### config.mk
export PLATFORM = sky130hd
export DESIGN_NAME = stack_ctrl
export DESIGN_NICKNAME = d
export VERILOG_FILES = /design/src/rtl/stack_ctrl.sv
export SDC_FILE = /design/constraint.sdc
export NUM_CORES = 1
export LEC_CHECK = 0
export BUFFER_PORTS_ARGS = -buffer_cell sky130_fd_sc_hd__buf_2
export CAP_MARGIN = 20
export CORE_AREA = 2 2 114 94
export CTS_BUF_LIST = sky130_fd_sc_hd__clkbuf_8 sky130_fd_sc_hd__clkbuf_16
export DETAILED_ROUTE_END_ITERATION = 8
export DIE_AREA = 0 0 116 96
export PLACE_DENSITY_LB_ADDON = 0.05
export SLEW_MARGIN = 15
export SYNTH_ARGS = -nofsm -noshare
export SYNTH_HDL_FRONTEND = slang
export SYNTH_SLANG_ARGS = --single-unit
### constraint.sdc
create_clock -name clk -period 2.45 [get_ports clk]
set_input_delay 0.1225 -clock clk [delete_from_list [all_inputs] [get_ports clk]]
set_output_delay 0.1225 -clock clk [all_outputs]
set_load 0.02 [all_outputs]
### src/rtl/stack_ctrl.sv
// stack_ctrl: sequencer in front of a hardware word stack.
// It accepts PUSH/POP/CALL/RET and PUSHN/POPN burst requests and turns them
// into registered single-cycle stack strobes. It keeps its own copy of the
// stack depth so that overflow and underflow are flagged instead of being
// dropped silently. Popped words come back on a valid/ready response port.
//
// Ports
//   clk, rst_n                       clock, async active-low reset
//   req_vld/req_rdy/req_op/req_data/req_cnt
//                                    request channel (op codes 0..5, 6-7 illegal)
//   wr_vld/wr_rdy/wr_data            burst push beat channel (PUSHN)
//   rsp_vld/rsp_rdy/rsp_data/rsp_ret/rsp_err/rsp_last
//                                    popped-word response channel
//   stk_push/stk_pop/stk_wdata/stk_rdata
//                                    downstream stack (updates on negedge clk)
//   depth                            words currently on the stack
//   err_ovf/err_unf/err_ill/err_clr  sticky error flags and their clear
module stack_ctrl #(
  parameter int DEPTH = 1024,
  parameter int DW    = 32,
  parameter int CW    = 4,
  localparam int AW   = $clog2(DEPTH) + 1
) (
  input  logic          clk,
  input  logic          rst_n,
  input  logic          req_vld,
  output logic          req_rdy,
  input  logic [2:0]    req_op,
  input  logic [DW-1:0] req_data,
  input  logic [CW-1:0] req_cnt,
  input  logic          wr_vld,
  output logic          wr_rdy,
  input  logic [DW-1:0] wr_data,
  output logic          rsp_vld,
  input  logic          rsp_rdy,
  output logic [DW-1:0] rsp_data,
  output logic          rsp_ret,
  output logic          rsp_err,
  output logic          rsp_last,
  output logic          stk_push,
  output logic          stk_pop,
  output logic [DW-1:0] stk_wdata,
  input  logic [DW-1:0] stk_rdata,
  output logic [AW-1:0] depth,
  output logic          err_ovf,
  output logic          err_unf,
  output logic          err_ill,
  input  logic          err_clr
);

  localparam logic [1:0] S_IDLE  = 2'd0;
  localparam logic [1:0] S_PUSHB = 2'd1;
  localparam logic [1:0] S_POPI  = 2'd2;
  localparam logic [1:0] S_RSP   = 2'd3;

  localparam logic [2:0] OP_PUSH  = 3'd0;
  localparam logic [2:0] OP_POP   = 3'd1;
  localparam logic [2:0] OP_CALL  = 3'd2;
  localparam logic [2:0] OP_RET   = 3'd3;
  localparam logic [2:0] OP_PUSHN = 3'd4;
  localparam logic [2:0] OP_POPN  = 3'd5;

  logic [1:0]    state_q, state_d;
  logic [CW-1:0] cnt_q, cnt_d;
  logic          ret_q, ret_d;
  logic          unf_q, unf_d;     // pop issued for the current word underflowed
  logic          push_q, push_d, pop_q, pop_d;
  logic [DW-1:0] wdata_q, wdata_d;
  logic          rvld_q, rvld_d, rret_q, rret_d, rerr_q, rerr_d, rlast_q, rlast_d;
  logic [DW-1:0] rdata_q, rdata_d;
  logic [AW-1:0] depth_q, depth_d;
  logic          ovf_q, unf_flag_q, ill_q;
  logic          set_ovf, set_unf, set_ill;
  logic          can_push, can_pop;

  assign can_push = depth_q < AW'(DEPTH);
  assign can_pop  = depth_q != '0;

  always_comb begin
    state_d = state_q;
    cnt_d   = cnt_q;
    ret_d   = ret_q;
    unf_d   = unf_q;
    push_d  = 1'b0;
    pop_d   = 1'b0;
    wdata_d = wdata_q;
    rvld_d  = rvld_q;
    rret_d  = rret_q;
    rerr_d  = rerr_q;
    rlast_d = rlast_q;
    rdata_d = rdata_q;
    depth_d = depth_q;
    set_ovf = 1'b0;
    set_unf = 1'b0;
    set_ill = 1'b0;
    case (state_q)
      S_IDLE: begin
        if (req_vld) begin
          case (req_op)
            OP_PUSH, OP_CALL: begin
              if (can_push) begin
                push_d  = 1'b1;
                wdata_d = req_data;
                depth_d = depth_q + AW'(1);
              end else begin
                set_ovf = 1'b1;
              end
            end
            OP_POP, OP_RET, OP_POPN: begin
              cnt_d   = (req_op == OP_POPN) ? req_cnt : '0;
              ret_d   = (req_op == OP_RET);
              state_d = S_POPI;
              // The pop strobe is registered so it is high exactly in POPI.
              if (can_pop) begin
                pop_d   = 1'b1;
                depth_d = depth_q - AW'(1);
                unf_d   = 1'b0;
              end else begin
                set_unf = 1'b1;
                unf_d   = 1'b1;
              end
            end
            OP_PUSHN: begin
              cnt_d   = req_cnt;
              state_d = S_PUSHB;
            end
            default: set_ill = 1'b1;
          endcase
        end
      end
      S_PUSHB: begin
        if (wr_vld) begin
          // Beats past a full stack are still consumed, just dropped.
          if (can_push) begin
            push_d  = 1'b1;
            wdata_d = wr_data;
            depth_d = depth_q + AW'(1);
          end else begin
            set_ovf = 1'b1;
          end
          if (cnt_q == '0) state_d = S_IDLE;
          else             cnt_d   = cnt_q - CW'(1);
        end
      end
      S_POPI: begin
        // Stack presented the word at the negedge inside this cycle.
        rvld_d  = 1'b1;
        rdata_d = unf_q ? '0 : stk_rdata;
        rerr_d  = unf_q;
        rlast_d = (cnt_q == '0);
        rret_d  = ret_q;
        state_d = S_RSP;
      end
      default: begin // S_RSP
        if (rsp_rdy) begin
          rvld_d = 1'b0;
          if (cnt_q == '0) begin
            state_d = S_IDLE;
          end else begin
            cnt_d   = cnt_q - CW'(1);
            state_d = S_POPI;
            if (can_pop) begin
              pop_d   = 1'b1;
              depth_d = depth_q - AW'(1);
              unf_d   = 1'b0;
            end else begin
              set_unf = 1'b1;
              unf_d   = 1'b1;
            end
          end
        end
      end
    endcase
  end

  always_ff @(posedge clk or negedge rst_n) begin
    if (!rst_n) begin
      state_q    <= S_IDLE;
      cnt_q      <= '0;
      ret_q      <= 1'b0;
      unf_q      <= 1'b0;
      push_q     <= 1'b0;
      pop_q      <= 1'b0;
      wdata_q    <= '0;
      rvld_q     <= 1'b0;
      rret_q     <= 1'b0;
      rerr_q     <= 1'b0;
      rlast_q    <= 1'b0;
      rdata_q    <= '0;
      depth_q    <= '0;
      ovf_q      <= 1'b0;
      unf_flag_q <= 1'b0;
      ill_q      <= 1'b0;
    end else begin
      state_q    <= state_d;
      cnt_q      <= cnt_d;
      ret_q      <= ret_d;
      unf_q      <= unf_d;
      push_q     <= push_d;
      pop_q      <= pop_d;
      wdata_q    <= wdata_d;
      rvld_q     <= rvld_d;
      rret_q     <= rret_d;
      rerr_q     <= rerr_d;
      rlast_q    <= rlast_d;
      rdata_q    <= rdata_d;
      depth_q    <= depth_d;
      // A new error in the same cycle as err_clr wins over the clear.
      ovf_q      <= (ovf_q      & ~err_clr) | set_ovf;
      unf_flag_q <= (unf_flag_q & ~err_clr) | set_unf;
      ill_q      <= (ill_q      & ~err_clr) | set_ill;
    end
  end

  assign req_rdy   = (state_q == S_IDLE);
  assign wr_rdy    = (state_q == S_PUSHB);
  assign stk_push  = push_q;
  assign stk_pop   = pop_q;
  assign stk_wdata = wdata_q;
  assign rsp_vld   = rvld_q;
  assign rsp_data  = rdata_q;
  assign rsp_ret   = rret_q;
  assign rsp_err   = rerr_q;
  assign rsp_last  = rlast_q;
  assign depth     = depth_q;
  assign err_ovf   = ovf_q;
  assign err_unf   = unf_flag_q;
  assign err_ill   = ill_q;

endmodule
==> Word-level counts from Yosys, hierarchy flattened <==
Index checks and enable logic that the tools add are counted.
{ "word_totals": {"inputBits": 109, "out_inout_bits": 86, "reg_bits": 92} }
{ "op_classes": {"magnitude_cmp": 1, "n_reduce_logical": 21, "n_bitwise": 10, "n_addsub": 3, "mux": 61, "n_eq_ne": 18} }
{ "op_table": {"columns": ["operator", "count"], "rows": [
  ["two-way mux 32 bit", 6],
  ["two-way mux 11 bit", 6],
  ["case mux 32 bit (2 select lines)", 1],
  ["case mux 11 bit (3 select lines)", 1],
  ["two-way mux 1 bit", 26],
  ["case mux 11 bit (2 select lines)", 1],
  ["two-way mux 4 bit", 5],
  ["AND reduction 5 bit", 3],
  ["case mux 1 bit (2 select lines)", 6],
  ["case mux 4 bit (3 select lines)", 1],
  ["AND reduction 6 bit", 2],
  ["adder 11 x 1 -> 11 bit, second input constant", 1],
  ["less-than comparator 11 bit, second input constant", 1],
  ["nonzero test 11 bit", 1],
  ["subtractor 11 x 1 -> 11 bit, second input constant", 1],
  ["two-way mux 2 bit", 5],
  ["!= test 2 x 1 -> 1 bit, second input constant", 5],
  ["case mux 4 bit (2 select lines)", 1],
  ["equality test 3 x 2 -> 1 bit, second input constant", 2],
  ["equality test 3 bit, second input constant", 2],
  ["!= test 2 bit, second input constant", 3],
  ["!= test 3 x 1 -> 1 bit, second input constant", 2],
  ["case mux 2 bit (3 select lines)", 1],
  ["nonzero test 2 bit", 3],
  ["other kinds (19)", 28]
]} }

==> Depth between registers and ports, before layout <==
Gate-level depths: netlist of the first run.
{ "logic_depth": {"word_depth": 6, "mapped_depth": 9, "depth_no_buf": 7} }

==> Worst setup path after synthesis of the first run <==
Ideal clock, no wire load.
{ "synth_timing": {"path_kind": "register -> register", "from": "reg state_q[0]", "to": "reg depth_q[2], in the netlist depth[2]", "t_arrival_ps": 2108, "t_required_ps": 2317, "path_slack_ps": 209, "synth_period_minus_slack_ps": 2241, "setup_time_ps": 133, "n_path_buf": 1, "stages_incl_launch_ff": 9, "cell_sequence": "dfrtp_1 -> inv_1 -> ha_1 -> inv_1 -> o22ai_1 -> a2111o_1 -> clkbuf_1 -> o31ai_1 -> o31ai_1"} }
{ "synth_between": {"elab_chain_len": 3} }
{ "synth_rtl": {"columns": ["element", "line", "rtl"], "rows": [
  ["start, declared", "63", "logic [1:0] state_q, state_d;"],
  ["start signal, assigned", "195", "state_q <= state_d;"],
  ["zero test 2 bit *", null, null],
  ["via req_rdy", "27", "output logic req_rdy,"],
  ["!= test 3 x 1 -> 1 bit (no line), or another cell as far along", null, null],
  ["AND reduction 6 bit (no line)", null, null],
  ["end signal, assigned", "207", "depth_q <= depth_d;"],
  ["end, declared", "71", "logic [AW-1:0] depth_q, depth_d;"]
]} }
The timed path passes the listed nets; every way through them passes the cells marked *.
A chain may end at the register's enable or synchronous reset.

==> Final worst setup path of the first run <==
{ "layout_timing": {"from": "reg depth_q[1], in the netlist depth[1]", "to": "reg depth_q[9], in the netlist depth[9]"} }
{ "layout_between": {"elab_chain_len": 5} }
{ "layout_rtl": {"columns": ["element", "line", "rtl"], "rows": [
  ["subtractor 11 x 1 -> 11 bit, or another cell as far along", "116, 164", null],
  ["two-way mux 11 bit (on tied branches)", null, null],
  ["case mux 11 bit (2 select lines) or two-way mux 11 bit (tied branches)", "99, 157", null],
  ["two-way mux 11 bit (on tied branches)", "98, 155", null],
  ["case mux 11 bit (3 select lines) *", "96", "case (state_q)"]
]} }
Mark *: on every way between the ends. The rest lies on a longest branch, timed or not. The select of a mux whose other input is x is not followed.

==> results.yml, run 1 <==
outcome:
  status: "finished clean"
clock_network:
  cts_tree: "yes"
  htreeDepth: 3
  numCtsBuffers: 9
  cts_buffer_depth: 2
  path_clk_slew_ps: 70
  clock_sinks: 92
  worstSkewPairLatency_ps: 340
  cts_root_buf: "clkbuf_16"
finish:
  syn_to_final_growth_pct: 37.0
  finish.utilization_pct: 65.5
  nFillCells: 870
  drive_above_1_share_pct: 34.2
  layout.nets: 854
  antenna_cells: 0
  stdcell_area_um2: 6550
floorplanning:
  core_um2: 9990
  start_util_pct: 47.8
  die_h_um: 96
  chipWidth_um: 116
  dieArea_um2: 11100
  io_pins: 195
  row_count: 33
logic_synthesis:
  yosysWarnings: 0
  synth_nets: 627
  yosys.area.top_type_share_pct: 48.2
  seq_area_frac_synth_pct: 48.2
  synth_seq_cells: 92
  synthTopCellsByArea: "dfrtp_1 (48%), mux2i_1 (6.9%), a21oi_1 (5.2%)"
  synth_common_cells: "dfrtp_1 (92), nor2_1 (53), a21oi_1 (50)"
  synth.distinct_cells: 64
  synthArstFlopShare_pct: 100
  synthCells: 510
  syn_area_per_cell_um2: 9.37
  synth_ff_type: "dfrtp_1"
  syn_area_um2: 4780
  synth_top_cell_by_area: "dfrtp_1"
  synth_edf_count: 0
  synth_most_common_cell: "dfrtp_1"
place:
  place_area_um2: 5950
  io_buffers: 194
  dp_hpwl_um: 9750
  place_congestion: 0.894
critical_path:
  ff2ff_path_depth: 7
  startpoint_type: "flop"
  arrival_ps: 2520
  crit_type: "reg2reg"
  cp_max_fo: 9
  cp.required_ps: 2660
  end_kind: "flop"
route:
  highest_layer: "met4"
  num_vias: 4643
  m1WireLength_um: 5800
  avgViaCountPerCell: 5.26
  drcViolationCount: 0
  wl_met2_um: 6490
  detail-route-antenna-nets: 0
  drt-pass1-iter-count: 5
  wirelength_um: 13500
  wire_per_inst_um: 15.3
  wl_met3_um: 1000
  drt_iter0_markers: 267
min_path:
  hp-class: "in2reg"
  holdPathStages: 3
power_and_ir_drop:
  pwr-share-comb_pct: 54.2
  clkPwrFrac_pct: 15.8
  power.share.sequential_pct: 30.1
  internal_power_mw: 4.78
  p_per_area_nw_per_um2: 1360
  peakVddDrop_v: 0.000717
  power_mw: 8.87
  switching_share_pct: 46.1
  power.leakage_nw: 3.16
  power.switching_mw: 4.09
global_routing:
  grt_pass1_wl_um: 21000
  grt_pass1_vias: 4268
  antenna_found_initial: 0
  track_usage_pct: 24.0
  grt_max_degree: 65
  overflow: 0
timing:
  slew_headroom_pct: 56.9
  fmax_mhz: 433
  fin_crit_ps: 2310
  post-route-period-util_pct: 94.2
  finClkSkew_ps: 7.50
  slew_violations: 0
  setup_viol: 0
  rsz0062_at_grt: "yes"
  hold_violations: 0
  tightest_slew_ps: 641
run:
  cap_violations: 0
[power by group through the flow]
stage                     sequential, mW  combinational [mW]  clock, mW
after floorplan                     3.40                2.47          0
after global placement              2.66                4.64          0
after global routing                2.77                5.29       1.49
final                               2.67                4.81       1.40
after detailed placement            2.68                4.76          0
after CTS                           2.67                4.80       1.44
[layout by cell type (no fill, tap or decap), types with 7 or more instances in the layout]
cell,count
nand2_1,49
a21oi_1,50
nand3_1,7
nor2_1,53
buf_4,23
dlygate4sd3_1,30
o22ai_1,10
o21ai_0,34
mux2i_1,33
ha_1,7
dfrtp_1,92
inv_1,46
buf_2,193
clkbuf_16,9
[cell type report]
cell class                 count  area (µm²)  share of cell area, %
sequential                    92        2300                   35.2
multi-input combinational    341        2140                   32.7
timing repair buffer         247        1460                   22.3
clock buffer                   9         225                   3.44
tap                          140         175                   2.68
inverter                      46         173                   2.64
clock inverter                 7        75.1                   1.15
[metal layers]
layer	track usage (%)	vias up
li1	-	2244
met1	31.8	2180
met2	40.1	199
met3	5.86	20
met4	6.25	0
met5	0	-
[kinds of logic (layout without fill, tap and decap cells)]
family / after synthesis / in the layout / share of synthesized area [%]
mux: 37 / 37 / 7.85
simple gates: 156 / 156 / 16.0
flops: 92 / 92 / 48.2
compound gates: 140 / 140 / 18.5
buf+inv: 77 / 309 / 7.36
fa+ha+maj: 8 / 8 / 2.09
[flip-flops by register name, indices dropped and copies added, names as in the netlist]
register,flops
rsp_data,32
stk_wdata,32
depth,11
cnt_q,4
state_q,2
err_ill,1
err_ovf,1
err_unf,1
ret_q,1
rsp_err,1
rsp_last,1
rsp_ret,1
rsp_vld,1
stk_pop,1
stk_push,1
unf_q,1
[timing repair]
action	in CTS	in global routing
buffers inserted	0	0
gates resized for setup	0	1
hold buffers	30	0
endpoints found under the setup margin	0	3
hold endpoints to repair	64	0
[critical path, stage by stage, from the launching register on]
cell and delay [ps]:
dfrtp_1 460, inv_1 120, ha_1 170, or4b_1 560, nor4_4 380, a211oi_1 110
o31ai_1 260, o21ai_1 120
[through the flow]
| stage | hold slack, ps | instances | setup WS, ps | setup TNS, ps |
|---|---|---|---|---|
| floorplan | -173 | 510 | 209 | 0 |
| global placement | 110 | 836 | 253 | 0 |
| detailed placement | 113 | 836 | 180 | 0 |
| CTS | 4.97 | 882 | 166 | 0 |
| global route | 15.6 | 882 | -6.36 | -6.36 |
| finish | 11.8 | 882 | 142 | 0 |
[path summary, 6_finish.rpt]
path                       slack [ps]         start       endpoint
max reg2reg                       140      depth[1]       depth[9]
min in group asynchronous         280         rst_n       cnt_q[0]
max in group asynchronous        1500         rst_n  stk_wdata[20]
min reg2reg                       500       rsp_vld        rsp_vld
min                                10  stk_rdata[8]    rsp_data[8]
max                               140      depth[1]       depth[9]
No activity file was read; power rests on OpenSTA's default activity.
==> run 2, diff against run 1 <==
MAX_ROUTING_LAYER = met4   (was default)
==> run 2 against run 1 <==
Sequential power hardly changed. Global-route usage is 0.44 points higher. Final cell count is 0.34% lower. Clock power is 3% higher. Total power is 0.15% higher. Final area is 0.19% lower. Register-to-register slack better by 80 ps. Setup slack better by 76 ps. Combinational power is 1% lower. Clock-buffer cell count is 2 higher. Critical path type unchanged.
==> results.yml, run 2 (synthesized netlist as in run 1, its figures left out) <==
global_routing:
  grt_pass1_vias: 4382
  grt_max_degree: 65
  overflow: 0
  antenna_found_initial: 0
  grt_pass1_wl_um: 20900
  track_usage_pct: 24.5
critical_path:
  end_kind: "flop"
  r2r-end: "depth[4]"
  path_cells: "inv_1 -> ha_1 -> or4b_1 -> o311ai_0 -> o22ai_1 -> a21oi_1 -> a21oi_1"
  startpoint_type: "flop"
  crit_path_start: "depth[0]"
  critPathMaxStageDelay_ps: 600
  crit_family: "compound AO/OA/AOI/OAI gates"
  endpoint: "depth[4]"
  arrival_ps: 2450
  cp_max_fo: 7
  cp_common_cell: "a21oi_1"
  ff2ff_path_depth: 7
  reg2reg_slack_ps: 220
  crit_type: "reg2reg"
  cp_num_buf_inv: 1
  rr_startpoint: "depth[0]"
  cp_slowest_cell: "or4b_1"
  cp.required_ps: 2670
  cp.depth: 7
finish:
  final_cell_mix: "buf_2 (193), dfrtp_1 (92), nor2_1 (53), a21oi_1 (50), nand2_1 (49)"
  drive_above_1_share_pct: 34.1
  mostFrequentLayoutCell: "buf_2"
  nFillCells: 862
  antenna_cells: 0
  syn_to_final_growth_pct: 36.7
  stdcell_count: 879
  layout.nets: 851
floorplanning:
  dieArea_um2: 11100
  start_util_pct: 47.8
  row_count: 33
  core_um2: 9990
  io_pins: 195
  die_h_um: 96
  chipWidth_um: 116
route:
  detail-route-antenna-nets: 0
  wire_per_inst_um: 15.2
  drcViolationCount: 0
  num_vias: 4568
  wirelength_um: 13400
  drt_iter0_markers: 244
  drt-pass1-iter-count: 4
  avgViaCountPerCell: 5.20
clock_network:
  post_cts_buffers: 0
  path_clk_slew_ps: 70
  cts_tree: "yes"
  numCtsBuffers: 9
  worstSkewPairLatency_ps: 340
  htreeDepth: 3
  clock_sinks: 92
  cts_root_buf: "clkbuf_16"
  cts_buffer_depth: 2
place:
  place_inst: 835
  place_congestion: 0.919
  io_buffers: 194
  dp_hpwl_um: 9630
timing:
  finClkSkew_ps: 4.48
  fin_crit_ps: 2230
  slew_violations: 0
  setup-tns-final_ps: 0
  hold_violations: 0
  rsz0062_at_grt: "no"
  fmax_mhz: 448
  slew_headroom_pct: 50.0
  tightest_slew_ps: 743
  setup_viol: 0
  post-route-period-util_pct: 91.1
min_path:
  hp-class: "in2reg"
  holdPathStages: 3
power_and_ir_drop:
  p_per_area_nw_per_um2: 1360
  peakVddDrop_v: 0.000633
  power.leakage_nw: 3.15
outcome:
  status: "finished clean"
run:
  cap_violations: 0
-- run 2: cell types whose count changed in the layout (fill, tap and decap cells not counted), sizes merged --
cell and delta:
clkbuf +2, clkinvlp +1, clkinv -3, buf -1, dlygate4sd3 -2
-- run 2: metal layers --
metal	global-route usage, %	routed length [µm]
met3	6.17	954
met2	39.5	6340
met1	31.1	5950
met5	-	0
met4	6.55	136
-- run 2: final cells by class --
type	instances	area, µm²	share of cell area, %
clock inverter	5	58.8	0.900
multi-input combinational	341	2140	32.7
timing repair buffer	244	1440	22.0
inverter	46	173	2.64
sequential	92	2300	35.2
tap	140	175	2.68
clock buffer	11	253	3.87
-- run 2: report_power, final --
group          switching [mW]  leakage [nW]  internal (mW)
sequential              0.478          1.10           2.22
combinational            2.98          1.90           1.77
clock                   0.594         0.154          0.849
total                    4.05          3.15           4.83
-- run 2: what timing repair did --
action,4_1_cts,5_1_grt
hold endpoints to repair,64,0
setup endpoints to repair,0,5
hold buffers,28,0
resized for setup,0,2
-- run 2: worst min-delay path by stage --
stage | start | end
floorplan | rst_n | cnt_q[0]
global placement | rst_n | cnt_q[1]
detailed placement | rst_n | cnt_q[1]
CTS | stk_rdata[19] | rsp_data[19]
global route | stk_rdata[9] | rsp_data[9]
finish | stk_rdata[19] | rsp_data[19]
-- run 2: stage by stage --
step	area, µm²	hold WS [ps]	total power [mW]	utilization (%)	setup WS [ps]
final	6540	2.47	8.89	65.4	219
after global routing	6540	21.3	9.57	65.4	13.4
after CTS	6530	0.137	8.93	65.4	187
after detailed placement	5940	125	7.42	59.4	188
after global placement	5940	125	7.32	59.4	276
after floorplan	4780	-173	5.87	-	209
-- run 2: tightest hold or removal path, cell delays in order --
cell     delay [ps]
buf_2            70
nand2_1          30
o21ai_0          70
==> run 3, diff against run 2 <==
ABC_AREA = 1   (was default)
CORE_AREA = 5 5 119 98   (was 2 2 114 94)
DIE_AREA = 0 0 124 103   (was 0 0 116 96)
==> run 3 against run 2 <==
Final cell count grew 14%. Core utilization is 1.7 points lower. Setup slack better by 220 ps. Sequential share of layout area down 0.82 points. Sequential power is 1% higher. Die area rose by 15%. Combinational power rose by 13%. Total power grew 9.0%. Via count up 5.7%. Register-to-register slack improved by 220 ps.
==> results.yml, run 3 <==
critical_path:
  arrival_ps: 2280
  path_cells: "inv_1 -> ha_1 -> buf_4 -> nand2_4 -> nand2_2 -> nor4_4 -> buf_12 -> nand2_1 -> o21ai_1"
  ff2ff_path_depth: 9
  cp_slowest_cell: "dfrtp_1"
  crit_type: "reg2reg"
  reg2reg_slack_ps: 430
  end_kind: "flop"
  cp.required_ps: 2710
  cp_max_fo: 64
  critPathMaxStageDelay_ps: 410
  startpoint_type: "flop"
logic_synthesis:
  synth_most_common_cell: "nand2_1"
  synth_edf_count: 0
  synthArstFlopShare_pct: 100
  syn_area_um2: 5050
  yosysWarnings: 0
  synth_ff_type: "dfrtp_1"
  yosys.area.top_type_share_pct: 45.5
  synth_common_cells: "nand2_1 (202), dfrtp_1 (92), inv_1 (73)"
  synth_top_cell_by_area: "dfrtp_1"
  syn_area_per_cell_um2: 7.87
  synthTopCellsByArea: "dfrtp_1 (46%), nand2_1 (15%), a22o_1 (5.5%)"
  synth_mux_area_share_pct: 0
  synthAdderAreaFrac_pct: 1.98
  synth.distinct_cells: 31
  synthCells: 642
  synth_nets: 759
  synth_xor_area_share_pct: 0.347
  seq_area_frac_synth_pct: 45.5
  synth-simple-area-share_pct: 28.7
  synth_seq_cells: 92
  synth_compound_area_share_pct: 14.7
  synth_top_family_by_area: "simple AND/OR/NAND/NOR gates"
floorplanning:
  die_h_um: 103
  dieArea_um2: 12800
  start_util_pct: 48.1
  io_pins: 195
  chipWidth_um: 124
  core_um2: 10500
  row_count: 34
global_routing:
  track_usage_pct: 22.6
  grt_max_degree: 67
  grt_pass1_vias: 4625
  grt_pass1_wl_um: 22300
  overflow: 0
  antenna_found_initial: 0
clock_network:
  clock_sinks: 92
  cts_buffer_depth: 2
  numCtsBuffers: 9
  cts_tree: "yes"
  cts_root_buf: "clkbuf_16"
  cts_resized: 0
  worstSkewPairLatency_ps: 340
  path_clk_slew_ps: 70
  htreeDepth: 3
timing:
  slew_violations: 0
  tightest_slew_ps: 524
  setup_viol: 0
  setup-tns-final_ps: 0
  post-route-period-util_pct: 82.3
  fmax_mhz: 496
  finClkSkew_ps: 4.13
  hold_violations: 0
  slew_headroom_pct: 64.9
  fin_crit_ps: 2020
  rsz0062_at_grt: "no"
finish:
  antenna_cells: 0
  syn_to_final_growth_pct: 32.4
  finish.utilization_pct: 63.7
  drive_above_1_share_pct: 33.6
  stdcell_area_um2: 6690
  stdcell_count: 998
  nFillCells: 964
  final_cell_mix: "nand2_1 (202), buf_2 (193), dfrtp_1 (92), inv_1 (73), nor2_1 (50)"
  layout.nets: 966
  mostFrequentLayoutCell: "nand2_1"
route:
  wirelength_um: 14100
  drt_iter0_markers: 215
  wire_per_inst_um: 14.1
  detail-route-antenna-nets: 0
  avgViaCountPerCell: 4.84
  num_vias: 4827
  drcViolationCount: 0
  drt-pass1-iter-count: 5
power_and_ir_drop:
  power.share.sequential_pct: 28.2
  p_per_area_nw_per_um2: 1450
  clkPwrFrac_pct: 16.6
  power.leakage_nw: 3.70
  internal_power_mw: 5.13
  peakVddDrop_v: 0.000771
  power_mw: 9.68
  power.switching_mw: 4.56
  switching_share_pct: 47.1
  pwr-share-comb_pct: 55.2
place:
  dp_hpwl_um: 10300
  place_congestion: 0.867
  io_buffers: 194
  place_area_um2: 6150
  place_inst: 963
outcome:
  status: "finished clean"
min_path:
  holdPathStages: 2
  hp-class: "in2reg"
run:
  cap_violations: 0
## run 3: power by group through the flow
stage / Sequential (mW) / Clock (mW) / Combinational, mW
3_5_place_dp: 2.74 / 0 / 5.35
3_3_place_gp: 2.73 / 0 / 5.25
6_report: 2.73 / 1.61 / 5.35
2_1_floorplan: 3.42 / 0 / 3.22
5_1_grt: 2.83 / 1.72 / 5.95
4_1_cts: 2.73 / 1.64 / 5.39
## run 3: layout make-up
type	count	area [µm²]	share of cell area [%]
repair buffers	224	1270	19.0
flip-flops and latches	92	2300	34.4
well taps	144	180	2.69
clock buffers	9	225	3.37
inverters	75	282	4.21
multi-input cells	447	2310	34.5
clock inverters	7	121	1.81
## run 3: critical path: cells and delay by family (launching register included)
| family | cells | cell delay (ps) |
|---|---|---|
| buffers and inverters | 3 | 680 |
| AND/OR/NAND/NOR | 4 | 510 |
| flip-flops | 1 | 410 |
| adder cells (fa/ha/maj) | 1 | 220 |
| AO/OA/AOI/OAI | 1 | 90 |
## run 3: logic make-up after synthesis
| kind of cell | after synthesis |
|---|---|
| and+or+nand+nor | 337 |
| buffers and inverters | 103 |
| AOI/OAI and AO/OA | 100 |
| DFF | 92 |
| adders and majority gates | 8 |
| xor gates and xnor gates | 2 |
## run 3: path summary, 6_finish.rpt
kind / start / end
setup reg to reg: state_q[1] / stk_wdata[18]
hold reg to reg: err_ovf / err_ovf
max in group asynchronous: rst_n / stk_push
hold / removal: stk_rdata[12] / rsp_data[12]
min in group asynchronous: rst_n / stk_wdata[17]
setup / recovery: state_q[1] / stk_wdata[18]
## run 3: repair_timing
action                    in CTS  in global routing
buffers inserted               0                  0
hold endpoints to repair      44                  0
hold buffers                  19                  0
## run 3: per-layer routing
layer	up-vias	GRT usage (%)	share of wire, %
met5	-	-	0
met4	0	4.38	1.0
met3	14	3.78	6.7
met2	153	37.8	48
met1	2204	29.2	44
li1	2456	-	-
## run 3: stage by stage
step / worst slack [ps] / hold slack [ps]
3_5_place_dp: 460 / 64.4
2_1_floorplan: 410 / -173
4_1_cts: 433 / 0.729
6_report: 434 / 1.51
3_3_place_gp: 493 / 58.6
5_1_grt: 260 / 2.87
